**src/rtl/inst_fetch_ctrl_pkg.sv**
```systemverilog
// Shared fetch-controller definitions: bus widths, enable levels and FSM state encodings.
// The same constants are visible to the core through this package.
package inst_fetch_ctrl_pkg;

    localparam int          InstBusW     = 32;
    localparam int          InstAddrBusW = 32;
    localparam logic [31:0] ZeroWord     = 32'h0000_0000;
    localparam logic        RstEnable    = 1'b1;
    localparam logic        ReadEnable   = 1'b1;

    typedef enum logic [2:0] {
        IFC_IDLE = 3'd0,
        IFC_RD0  = 3'd1,
        IFC_RD1  = 3'd2,
        IFC_RD2  = 3'd3,
        IFC_RD3  = 3'd4,
        IFC_CAP3 = 3'd5
    } ifc_state_e;

    function automatic logic [InstAddrBusW-1:0] word_align(input logic [InstAddrBusW-1:0] a);
        return {a[InstAddrBusW-1:2], 2'b00};
    endfunction

endpackage

```
**src/rtl/inst_fetch_ctrl_if.sv**
```systemverilog
// Core-side request/response and byte-RAM signals of the instruction-fetch controller.
// slave = the controller, master = whoever drives requests and RAM read data.
interface inst_fetch_ctrl_if #(
    parameter int ADDR_W = 17
) ();
    import inst_fetch_ctrl_pkg::*;

    logic                    req_i;
    logic [InstAddrBusW-1:0] addr_i;
    logic                    flush_i;
    logic [InstBusW-1:0]     inst_o;
    logic                    valid_o;
    logic                    busy_o;
    logic [ADDR_W-1:0]       mem_a_o;
    logic                    mem_rd_o;
    logic [7:0]              mem_din_i;

    modport slave (
        input  req_i, addr_i, flush_i, mem_din_i,
        output inst_o, valid_o, busy_o, mem_a_o, mem_rd_o
    );

    modport master (
        output req_i, addr_i, flush_i, mem_din_i,
        input  inst_o, valid_o, busy_o, mem_a_o, mem_rd_o
    );

endinterface

```
**src/rtl/inst_fetch_ctrl.sv**
```systemverilog
// Instruction-fetch controller: one word request -> four byte reads, little-endian assembly.
// Optional one-entry last-fetch hit path enabled by INST_FETCH_LAST_HIT_EN.
module inst_fetch_ctrl
    import inst_fetch_ctrl_pkg::*;
#(
    parameter int          ADDR_W   = 17,
    parameter logic [31:0] RESET_PC = 32'h0000_0000
) (
    input  logic               clk,
    input  logic               rst,
    inst_fetch_ctrl_if.slave   bus
);

`ifdef INST_FETCH_LAST_HIT_EN
    localparam int BASE_W = InstAddrBusW;
`else
    localparam int BASE_W = ADDR_W;
`endif

    ifc_state_e              state_q, state_d;
    logic [BASE_W-1:0]       base_q, base_d;
    logic [3:0][7:0]         buf_q, buf_d;
    logic [InstBusW-1:0]     inst_q, inst_d;
    logic                    valid_q, valid_d;
    logic [ADDR_W-1:0]       mem_a_q, mem_a_d;
    logic                    mem_rd_q, mem_rd_d;
    logic [InstAddrBusW-1:0] aligned;
    logic [1:0]              bidx;

    assign aligned = word_align(bus.addr_i);
    assign bidx    = 2'(state_q - IFC_RD1);

`ifdef INST_FETCH_LAST_HIT_EN
    logic [InstAddrBusW-1:0] last_addr_q, last_addr_d;
    logic [InstBusW-1:0]     last_inst_q, last_inst_d;
    logic                    last_ok_q, last_ok_d;
    logic                    hit;

    assign hit = last_ok_q && (aligned == last_addr_q);
`else
    logic unused_ok;
    assign unused_ok = ^{aligned[InstAddrBusW-1:ADDR_W], RESET_PC};
`endif

    always_comb begin
        state_d  = state_q;
        base_d   = base_q;
        buf_d    = buf_q;
        inst_d   = inst_q;
        valid_d  = 1'b0;
        mem_rd_d = 1'b0;
        mem_a_d  = mem_a_q;
`ifdef INST_FETCH_LAST_HIT_EN
        last_addr_d = last_addr_q;
        last_inst_d = last_inst_q;
        last_ok_d   = last_ok_q;
`endif
        case (state_q)
            IFC_IDLE: begin
                if (bus.req_i) begin
`ifdef INST_FETCH_LAST_HIT_EN
                    if (hit) begin
                        valid_d = 1'b1;
                        inst_d  = last_inst_q;
                    end else begin
                        base_d  = aligned[BASE_W-1:0];
                        state_d = IFC_RD0;
                    end
`else
                    base_d  = aligned[BASE_W-1:0];
                    state_d = IFC_RD0;
`endif
                end
            end
            IFC_RD0: state_d = IFC_RD1;
            // RAM data lags the address by one cycle, so RDk captures byte k-1
            IFC_RD1, IFC_RD2, IFC_RD3: begin
                buf_d[bidx] = bus.mem_din_i;
                state_d     = ifc_state_e'(state_q + 3'd1);
            end
            IFC_CAP3: begin
                buf_d[3] = bus.mem_din_i;
                inst_d   = buf_d;
                valid_d  = 1'b1;
                state_d  = IFC_IDLE;
`ifdef INST_FETCH_LAST_HIT_EN
                last_addr_d = base_q;
                last_inst_d = buf_d;
                last_ok_d   = 1'b1;
`endif
            end
            default: state_d = IFC_IDLE;
        endcase

        // flush wins over everything, including a same-cycle request or a completing fetch
        if (bus.flush_i) begin
            state_d = IFC_IDLE;
            base_d  = base_q;
            inst_d  = inst_q;
            valid_d = 1'b0;
`ifdef INST_FETCH_LAST_HIT_EN
            last_addr_d = last_addr_q;
            last_inst_d = last_inst_q;
            last_ok_d   = 1'b0;
`endif
        end

        // address wraps within ADDR_W bits; held when no read is issued
        if (state_d inside {IFC_RD0, IFC_RD1, IFC_RD2, IFC_RD3}) begin
            mem_rd_d = ReadEnable;
            mem_a_d  = base_d[ADDR_W-1:0] + ADDR_W'(state_d - IFC_RD0);
        end
    end

    always_ff @(posedge clk) begin
        if (rst == RstEnable) begin
            state_q  <= IFC_IDLE;
            base_q   <= '0;
            buf_q    <= '0;
            inst_q   <= ZeroWord;
            valid_q  <= 1'b0;
            mem_a_q  <= '0;
            mem_rd_q <= 1'b0;
`ifdef INST_FETCH_LAST_HIT_EN
            last_addr_q <= RESET_PC;
            last_inst_q <= ZeroWord;
            last_ok_q   <= 1'b0;
`endif
        end else begin
            state_q  <= state_d;
            base_q   <= base_d;
            buf_q    <= buf_d;
            inst_q   <= inst_d;
            valid_q  <= valid_d;
            mem_a_q  <= mem_a_d;
            mem_rd_q <= mem_rd_d;
`ifdef INST_FETCH_LAST_HIT_EN
            last_addr_q <= last_addr_d;
            last_inst_q <= last_inst_d;
            last_ok_q   <= last_ok_d;
`endif
        end
    end

    assign bus.inst_o   = inst_q;
    assign bus.valid_o  = valid_q;
    assign bus.busy_o   = (state_q != IFC_IDLE);
    assign bus.mem_a_o  = mem_a_q;
    assign bus.mem_rd_o = mem_rd_q;

endmodule

```
**src/flat_wrapper.sv**
```systemverilog
// flat-port wrapper written by rule: the top's interface ports become plain ports
module inst_fetch_ctrl_flat import inst_fetch_ctrl_pkg::*;
#(
    parameter int          ADDR_W   = 17,
    parameter logic [31:0] RESET_PC = 32'h0000_0000
)
  (clk, rst, bus_req_i, bus_addr_i, bus_flush_i, bus_mem_din_i, bus_inst_o, bus_valid_o, bus_busy_o, bus_mem_a_o, bus_mem_rd_o);
  inst_fetch_ctrl_if #(.ADDR_W(ADDR_W)) bus_i ();
  input  logic clk;
  input  logic rst;
  input wire logic [$bits(bus_i.req_i)-1:0] bus_req_i;
  input wire logic [$bits(bus_i.addr_i)-1:0] bus_addr_i;
  input wire logic [$bits(bus_i.flush_i)-1:0] bus_flush_i;
  input wire logic [$bits(bus_i.mem_din_i)-1:0] bus_mem_din_i;
  output wire logic [$bits(bus_i.inst_o)-1:0] bus_inst_o;
  output wire logic [$bits(bus_i.valid_o)-1:0] bus_valid_o;
  output wire logic [$bits(bus_i.busy_o)-1:0] bus_busy_o;
  output wire logic [$bits(bus_i.mem_a_o)-1:0] bus_mem_a_o;
  output wire logic [$bits(bus_i.mem_rd_o)-1:0] bus_mem_rd_o;
  assign bus_i.req_i = bus_req_i;
  assign bus_i.addr_i = bus_addr_i;
  assign bus_i.flush_i = bus_flush_i;
  assign bus_i.mem_din_i = bus_mem_din_i;
  assign bus_inst_o = bus_i.inst_o;
  assign bus_valid_o = bus_i.valid_o;
  assign bus_busy_o = bus_i.busy_o;
  assign bus_mem_a_o = bus_i.mem_a_o;
  assign bus_mem_rd_o = bus_i.mem_rd_o;
  inst_fetch_ctrl #(.ADDR_W(ADDR_W), .RESET_PC(RESET_PC)) u_core (.clk(clk), .rst(rst), .bus(bus_i));
endmodule
```
**config.mk**
```make
export PLATFORM = sky130hd
export DESIGN_NAME = inst_fetch_ctrl_flat
export DESIGN_NICKNAME = d
export VERILOG_FILES = /design/src/rtl/inst_fetch_ctrl_pkg.sv /design/src/rtl/inst_fetch_ctrl_if.sv /design/src/rtl/inst_fetch_ctrl.sv /design/src/flat_wrapper.sv
export SDC_FILE = /design/constraint.sdc
export NUM_CORES = 1
export LEC_CHECK = 0
export ABC_AREA = 1
export BUFFER_PORTS_ARGS = -buffer_cell sky130_fd_sc_hd__buf_2
export CORE_UTILIZATION = 26
export CTS_CLUSTER_SIZE = 30
export DETAILED_ROUTE_END_ITERATION = 7
export GPL_TIMING_DRIVEN = 0
export SLEW_MARGIN = 15
export SYNTH_ARGS = -nofsm -noshare
export SYNTH_HDL_FRONTEND = slang
export SYNTH_SLANG_ARGS = --single-unit
```
**constraint.sdc**
```tcl
create_clock -name clk -period 3.4 [get_ports clk]
set_input_delay 0.51 -clock clk [delete_from_list [all_inputs] [get_ports clk]]
set_output_delay 0.51 -clock clk [all_outputs]
set_load 0.03 [all_outputs]
```
# Word level (Yosys, flattened, before mapping)
# Index checks and enable logic that the tools add are counted.
[totals]
register_bits = 103
in_bits = 44
wordCells = 46
out_inout_bits = 52
[op_classes]
order_cmp = 2
eq_ne = 9
n_mux = 12
n_bitwise = 1
n_reduce_logical = 8
addsub = 4
[ops]
columns = ["op", "count"]
rows = [
  ["17-bit two-way mux", 3],
  ["32-bit bitwise mux", 1],
  ["17-bit adder", 1],
  ["8-bit demux with 2-bit select", 1],
  ["8-bit case mux with 2 select lines", 1],
  ["3-bit by 2-bit equality test with 1-bit output, second input constant", 4],
  ["3-bit equality test, second input constant", 3],
  ["3-bit case mux with 3 select lines", 1],
  ["8-bit two-way mux", 1],
  ["3-bit by 1-bit equality test with 1-bit output, second input constant", 2],
  ["3-bit two-way mux", 2],
  ["4-bit nonzero test", 1],
  ["3-bit by 1-bit subtractor with 4-bit output, second input constant", 1],
  ["3-bit by 1-bit adder with 3-bit output, second input constant", 1],
  ["3-bit logical NOT", 1],
  ["2-bit by 3-bit < comparator with 1-bit output, second input constant", 1],
  ["3-bit nonzero test", 1],
  ["3-bit OR reduction", 1],
  ["2-bit by 1-bit >= comparator with 1-bit output, second input constant", 1],
  ["1-bit two-way mux", 2],
  ["2-bit AND reduction", 1],
  ["2-bit nonzero test", 1],
  ["2-bit OR reduction", 1],
  ["2-bit subtractor, second input constant", 1],
  ["2 further kinds", 2],
]

# Logic depth before layout (Yosys ltp)
[logic_depth]
depth_word = 7
depth_mapped = 23
mapped_depth_nobuf = 23

# Least setup slack after synthesis
# OpenSTA, ideal clock, no wires.
[synth_path]
kind = "register to register"
startpoint = "register u_core.state_q[0]"
endpoint = "register u_core.mem_a_q[14] (netlist: u_core.bus.mem_a_o[14])"
slack_ns = 0.679
path_stages_with_launch = 20
setup_time_ns = 0.117
t_arrival_ns = 2.604
n_path_buf = 0
t_required_ns = 3.283
synth_period_minus_slack_ns = 2.721
cell_sequence = "dfxtp_1 -> ha_1 -> ha_1 -> inv_1 -> nand3_4 -> nand2_1 -> nand2_1 -> nand2_2 -> ha_1 -> fa_1 -> o21ai_2 -> nand2_1 -> nand2_1 -> nand2_1 -> nand2_1 -> nand2_1 -> nand3_1 -> nand2_1 -> nor2_1 -> nor2_1"
[synth_between]
elab_chain_cells = 6
word_cells_on_any_way = 19
[synth_lines]
columns = ["element", "line_no", "rtl"]
rows = [
  ["from (decl)", "inst_fetch_ctrl.sv:20", "ifc_state_e state_q, state_d;"],
  ["from (signal assigned)", "inst_fetch_ctrl.sv:130", "state_q <= state_d;"],
  ["branches (longest 6 deep; another with 17-bit adder)", "--", ""],
  ["to (signal assigned)", "inst_fetch_ctrl.sv:135", "mem_a_q <= mem_a_d;"],
  ["to (decl)", "inst_fetch_ctrl.sv:25", "logic [ADDR_W-1:0] mem_a_q, mem_a_d;"],
]
# Several ways; the timed one is not identified.
# A chain may end at the register's enable or synchronous reset.

# Final worst setup path
[layout_path]
startpoint = "register u_core.state_q[0]"
endpoint = "register u_core.mem_a_q[16] (netlist: u_core.bus.mem_a_o[16])"
[layout_between]
word_cells_on_any_way = 19
[layout_lines]
columns = ["element", "line_no", "rtl"]
rows = [
  ["3-bit logical NOT", "inst_fetch_ctrl.sv:58", "case (state_q)"],
  ["17-bit two-way mux", "inst_fetch_ctrl.sv:58", ""],
  ["17-bit two-way mux", "inst_fetch_ctrl.sv:96", "if (bus.flush_i) begin"],
  ["via u_core.base_d[13]", "inst_fetch_ctrl.sv:21", "logic [BASE_W-1:0] base_q, base_d;"],
  ["17-bit adder", "inst_fetch_ctrl.sv:111", "mem_a_d = base_d[ADDR_W-1:0] + ADDR_W'(state_d - IFC_RD0);"],
]
# The timed path passes the listed nets, and every way through them passes these cells.

==> report_table.html <==
<table>
<tr><th>Metric</th><th>Value</th></tr>
<tr><th colspan="2">Worst hold path</th></tr>
<tr><td>Kind of path behind the tightest hold check</td><td>input port to flip-flop</td></tr>
<tr><td>Launch point of the worst hold path</td><td>bus_addr_i[13]</td></tr>
<tr><td>Worst hold stages</td><td>3</td></tr>
<tr><td>Hold Crit Endpoint</td><td>u_core.base_q[13]$_SDFF_PP0_</td></tr>
<tr><th colspan="2">Final layout</th></tr>
<tr><td>Diode insertion count for antenna repair</td><td>0</td></tr>
<tr><td>Number of filler cells placed in the layout</td><td>1,825</td></tr>
<tr><td>Fraction of final layout cells with drive strength greater than 1</td><td>0.205</td></tr>
<tr><td>Final standard cell area without fillers</td><td>5560 um2</td></tr>
<tr><td>Final cell utilization of the core</td><td>0.334</td></tr>
<tr><td>Number of standard cells in the final layout excluding fillers</td><td>929</td></tr>
<tr><td>Net total in the final layout</td><td>774</td></tr>
<tr><td>Signed area change from the synthesized netlist to the final layout</td><td>25.0%</td></tr>
<tr><th colspan="2">Logic synthesis</th></tr>
<tr><td>Most common flop cell mapped by yosys</td><td>sky130_fd_sc_hd__dfxtp_1</td></tr>
<tr><td>Synthesized-area fraction occupied by xor and xnor cells</td><td>0.0158</td></tr>
<tr><td>Commonest cells post-synth</td><td>sky130_fd_sc_hd__nor2_1 (159), sky130_fd_sc_hd__dfxtp_1 (95), sky130_fd_sc_hd__o21ai_0 (85), sky130_fd_sc_hd__inv_1 (68), sky130_fd_sc_hd__nand2_1 (62)</td></tr>
<tr><td>Fraction of synthesized cell area taken by the top area cell type</td><td>0.428</td></tr>
<tr><td>Combinational family with the most area after synthesis</td><td>simple AND/OR/NAND/NOR gates</td></tr>
<tr><td>Cell taking the most area after synthesis</td><td>sky130_fd_sc_hd__dfxtp_1</td></tr>
<tr><td>Top post-synthesis cells by area</td><td>sky130_fd_sc_hd__dfxtp_1 (43%), sky130_fd_sc_hd__nor2_1 (13%), sky130_fd_sc_hd__o21ai_0 (9.6%)</td></tr>
<tr><td>Most numerous cell in the Yosys netlist</td><td>sky130_fd_sc_hd__nor2_1</td></tr>
<tr><td>Post-synth net total</td><td>682</td></tr>
<tr><td>Mapped cell area</td><td>4450 um2</td></tr>
<tr><td>Mean post-synth cell area</td><td>7.26 um2</td></tr>
<tr><td>Area fraction in and, or, nand and nor cells after synthesis</td><td>0.252</td></tr>
<tr><td>Count of warnings emitted by yosys</td><td>0</td></tr>
<tr><td>Unique cell type count in the Yosys netlist</td><td>32</td></tr>
<tr><td>Compound-gate portion of the synthesized area</td><td>0.147</td></tr>
<tr><td>Part of the Yosys area used for sequential elements</td><td>0.428</td></tr>
<tr><td>Total of flip-flops plus latches after synthesis</td><td>95</td></tr>
<tr><td>Share of async-settable or async-resettable flops after synthesis</td><td>0</td></tr>
<tr><td>Post-synth EDFFs</td><td>0</td></tr>
<tr><td>Multiplexer area fraction after synthesis</td><td>0</td></tr>
<tr><td>Adder-cell share of the synthesized area</td><td>0.0749</td></tr>
<tr><td>Cells after Synth</td><td>612</td></tr>
<tr><th colspan="2">STA</th></tr>
<tr><td>Slew headroom</td><td>0.661</td></tr>
<tr><td>Upper clock frequency limit</td><td>0.320 GHz</td></tr>
<tr><td>Shortest clock period the worst path allows after layout</td><td>3130 ps</td></tr>
<tr><td>Worst hold slack after final layout</td><td>452 ps</td></tr>
<tr><td>Portion of the clock cycle consumed by the worst path in the final layout</td><td>0.919</td></tr>
<tr><td>Final Hold Viols</td><td>0</td></tr>
<tr><td>Post-Route Skew</td><td>7.44 ps</td></tr>
<tr><td>Fin. max-slew vios</td><td>0</td></tr>
<tr><td>Setup-failing EPs final</td><td>0</td></tr>
<tr><td>Setup repair after global routing missed its margin</td><td>yes</td></tr>
<tr><td>Tightest Pin Transition</td><td>508 ps</td></tr>
<tr><th colspan="2">Worst setup path</th></tr>
<tr><td>Kind of launch point of the worst setup path</td><td>flip-flop</td></tr>
<tr><td>Maximum single-stage delay on the critical path</td><td>380 ps</td></tr>
<tr><td>Crit path required time</td><td>3650 ps</td></tr>
<tr><td>Biggest fanout along the worst timing path</td><td>10</td></tr>
<tr><td>Critical register-to-register path endpoint</td><td>u_core.bus.mem_a_o[16]$_SDFFE_PP0P_</td></tr>
<tr><td>Kind of critical path</td><td>flip-flop to flip-flop</td></tr>
<tr><td>Reg2Reg Setup Slack</td><td>270 ps</td></tr>
<tr><td>Cell-by-cell trace of the critical path</td><td>inv_1 &gt; ha_1 &gt; inv_1 &gt; nor2_4 &gt; nand2_2 &gt; inv_2 &gt; buf_2 &gt; or2_2 &gt; o21ai_0 &gt; inv_1 &gt; ha_4 &gt; inv_1 &gt; o21bai_1 &gt; a21boi_0 &gt; nand2_1 &gt; a21oi_2 &gt; inv_1 &gt; nand2_1 &gt; nand3_1 &gt; nand2_1 &gt; inv_1</td></tr>
<tr><td>Slowest stage cell on the critical path</td><td>sky130_fd_sc_hd__dfxtp_1</td></tr>
<tr><td>WP data arrival</td><td>3370 ps</td></tr>
<tr><td>Length in cells of the worst reg-to-reg path</td><td>21</td></tr>
<tr><td>Worst reg2reg startpoint</td><td>u_core.state_q[0]$_SDFF_PP0_</td></tr>
<tr><td>Worst setup EP type</td><td>flip-flop</td></tr>
<tr><td>Cell occurring most often along the worst timing path</td><td>sky130_fd_sc_hd__inv_1</td></tr>
<tr><th colspan="2">Detailed routing</th></tr>
<tr><td>DRC Markers</td><td>0</td></tr>
<tr><td>DRT iter0 DRCs</td><td>213</td></tr>
<tr><td>Avg WL per Cell</td><td>12.0 um</td></tr>
<tr><td>Total wirelength of the detailed-routed design</td><td>11.2 mm</td></tr>
<tr><td>Remaining antenna violation count after routing</td><td>0</td></tr>
<tr><td>Drt first pass iters</td><td>4</td></tr>
<tr><td>Via total after detailed routing</td><td>4,011</td></tr>
<tr><td>Average vias per placed instance</td><td>4.32</td></tr>
<tr><th colspan="2">Power</th></tr>
<tr><td>Highest ir drop seen on vdd</td><td>0.257 mV</td></tr>
<tr><td>Power per Cell Area</td><td>530 nW/um2</td></tr>
<tr><td>Power Total</td><td>2940 uW</td></tr>
<tr><td>Total leakage power</td><td>0.00274 uW</td></tr>
<tr><th colspan="2">CTS</th></tr>
<tr><td>Maximum buffer depth of the clock tree</td><td>2</td></tr>
<tr><td>Clock transition at the registers of the reported paths</td><td>70 ps</td></tr>
<tr><td>Number of buffers added by the clock tree synthesis step</td><td>9</td></tr>
<tr><td>Buffer cell driving the clock tree root</td><td>sky130_fd_sc_hd__clkbuf_16</td></tr>
<tr><td>Number of levels the H-tree was split into</td><td>3</td></tr>
<tr><td>Number of sinks driven by the clock tree</td><td>95</td></tr>
<tr><td>TritonCTS clock tree</td><td>built</td></tr>
<tr><td>Worst-Skew Late Latency</td><td>350 ps</td></tr>
<tr><th colspan="2">Global route</th></tr>
<tr><td>Largest net degree at the start of global routing</td><td>20</td></tr>
<tr><td>Vias in the first global route</td><td>3,770</td></tr>
<tr><td>Remaining global-route overflow</td><td>0</td></tr>
<tr><td>Wire length of the first global-routing pass</td><td>18.4 mm</td></tr>
<tr><td>Initial antenna violation count</td><td>0</td></tr>
<tr><td>Aggregate global-route resource usage</td><td>0.131</td></tr>
<tr><th colspan="2">Placed design</th></tr>
<tr><td>Cell area reported after detailed placement</td><td>5110 um2</td></tr>
<tr><td>Cells after DPL</td><td>909</td></tr>
<tr><td>Half-perimeter wire length of the detailed placement result</td><td>8.41 mm</td></tr>
<tr><td>Global placer's final weighted congestion</td><td>0.832</td></tr>
<tr><td>I/O Buffers</td><td>77</td></tr>
<tr><th colspan="2">Floorplan</th></tr>
<tr><td>Number of cell rows</td><td>47</td></tr>
<tr><td>Count of pins on the block boundary</td><td>96</td></tr>
<tr><td>Placeable core region</td><td>16,600 um2</td></tr>
<tr><td>Chip height</td><td>133 um</td></tr>
<tr><td>Starting density of the core</td><td>0.267</td></tr>
<tr><td>Horizontal extent of the die</td><td>133 um</td></tr>
<tr><td>Area of the die</td><td>17,600 um2</td></tr>
<tr><th colspan="2">Run status</th></tr>
<tr><td>Result of the run</td><td>finished, final reports clean</td></tr>
<tr><th colspan="2">Run</th></tr>
<tr><td>Max-cap violations</td><td>0</td></tr>
</table>
[repair_timing]
item                                   4_1_cts  5_1_grt
endpoints found under the hold margin        0        0
resized for setup                            0       14
hold buffers                                 0        0
setup endpoints to repair                    0        8
buffers inserted                             0        3
[per-layer routing]
layer / vias to the layer above / global-route usage / share of wire
li1: 2120 / - / -
met1: 1791 / 0.164 / 0.47
met2: 96 / 0.223 / 0.47
met3: 4 / 0.0295 / 0.052
met4: 0 / 0.0364 / 0.0047
met5: - / 0 / 0
[how the worst max path moves through the flow]
| stage | start | endpoint | cells past startpoint |
|---|---|---|---|
| floorplan | u_core.state_q[0]$_SDFF_PP0_ | u_core.bus.mem_a_o[14]$_SDFFE_PP0P_ | 19 |
| global placement | u_core.state_q[0]$_SDFF_PP0_ | u_core.bus.mem_a_o[16]$_SDFFE_PP0P_ | 21 |
| detailed placement | u_core.state_q[0]$_SDFF_PP0_ | u_core.bus.mem_a_o[16]$_SDFFE_PP0P_ | 21 |
| CTS | u_core.state_q[0]$_SDFF_PP0_ | u_core.bus.mem_a_o[16]$_SDFFE_PP0P_ | 21 |
| global route | u_core.state_q[0]$_SDFF_PP0_ | u_core.bus.mem_a_o[9]$_SDFFE_PP0P_ | 20 |
| finish | u_core.state_q[0]$_SDFF_PP0_ | u_core.bus.mem_a_o[16]$_SDFFE_PP0P_ | 21 |
[state kept, by name, summed over array words and instances (netlist names)]
register,flops
u_core.buf_q,24
u_core.state_q,3
u_core.base_q,17
u_core.bus.valid_o,1
u_core.bus.mem_rd_o,1
u_core.bus.inst_o,32
u_core.bus.mem_a_o,17
[power by group]
part | switching [uW] | total (uW) | internal, uW
clock network | 490 | 1090 | 596
registers | 22.0 | 1180 | 1160
logic | 429 | 677 | 248
total | 942 | 2940 | 2000
[stage by stage]
| stage | TNS (ps) | setup slack [ps] |
|---|---|---|
| 2_1_floorplan | 0 | 679 |
| 4_1_cts | 0 | 124 |
| 3_5_place_dp | 0 | 169 |
| 6_report | 0 | 274 |
| 5_1_grt | -55.8 | -29.7 |
| 3_3_place_gp | 0 | 119 |
[kinds of logic (layout without fill, tap and decap cells)]
kind of cell,Yosys count,count (layout)
AOI/OAI and AO/OA,123,123
xor gates and xnor gates,8,8
adders and majority gates,26,26
buffers and inverters,93,190
DFF,95,95
and+or+nand+nor,267,267
[cell usage in the layout (no fill, tap or decap), drive strengths merged, types with 6 or more instances in the layout]
cell type | netlist | final
a21oi | 21 | 21
buf | 7 | 87
clkbuf | 14 | 23
dfxtp | 95 | 95
ha | 25 | 25
inv | 72 | 75
nand2 | 68 | 68
nand3 | 17 | 17
nor2 | 160 | 160
o21ai | 90 | 90
o21bai | 6 | 6
or2 | 15 | 15
[critical path: cells and delay by family (launching register included)]
| kind | cells | cell delay [ps] |
|---|---|---|
| compound gates | 4 | 570 |
| fa+ha+maj | 2 | 520 |
| buf+inv | 8 | 790 |
| flops | 1 | 380 |
| simple gates | 7 | 770 |
[layout make-up]
cell class / instances / area, um2 / area share
multi-input combinational: 424 / 2260 / 0.407
inverter: 72 / 274 / 0.0493
clock inverter: 7 / 97.6 / 0.0176
clock buffer: 9 / 225 / 0.0405
timing repair inverter: 1 / 7.51 / 0.00135
tap: 220 / 275 / 0.0495
timing repair buffer: 80 / 420 / 0.0756
buffer: 21 / 96.3 / 0.0173
sequential: 95 / 1900 / 0.342
Note: power is estimated with default switching activity, not from simulation.
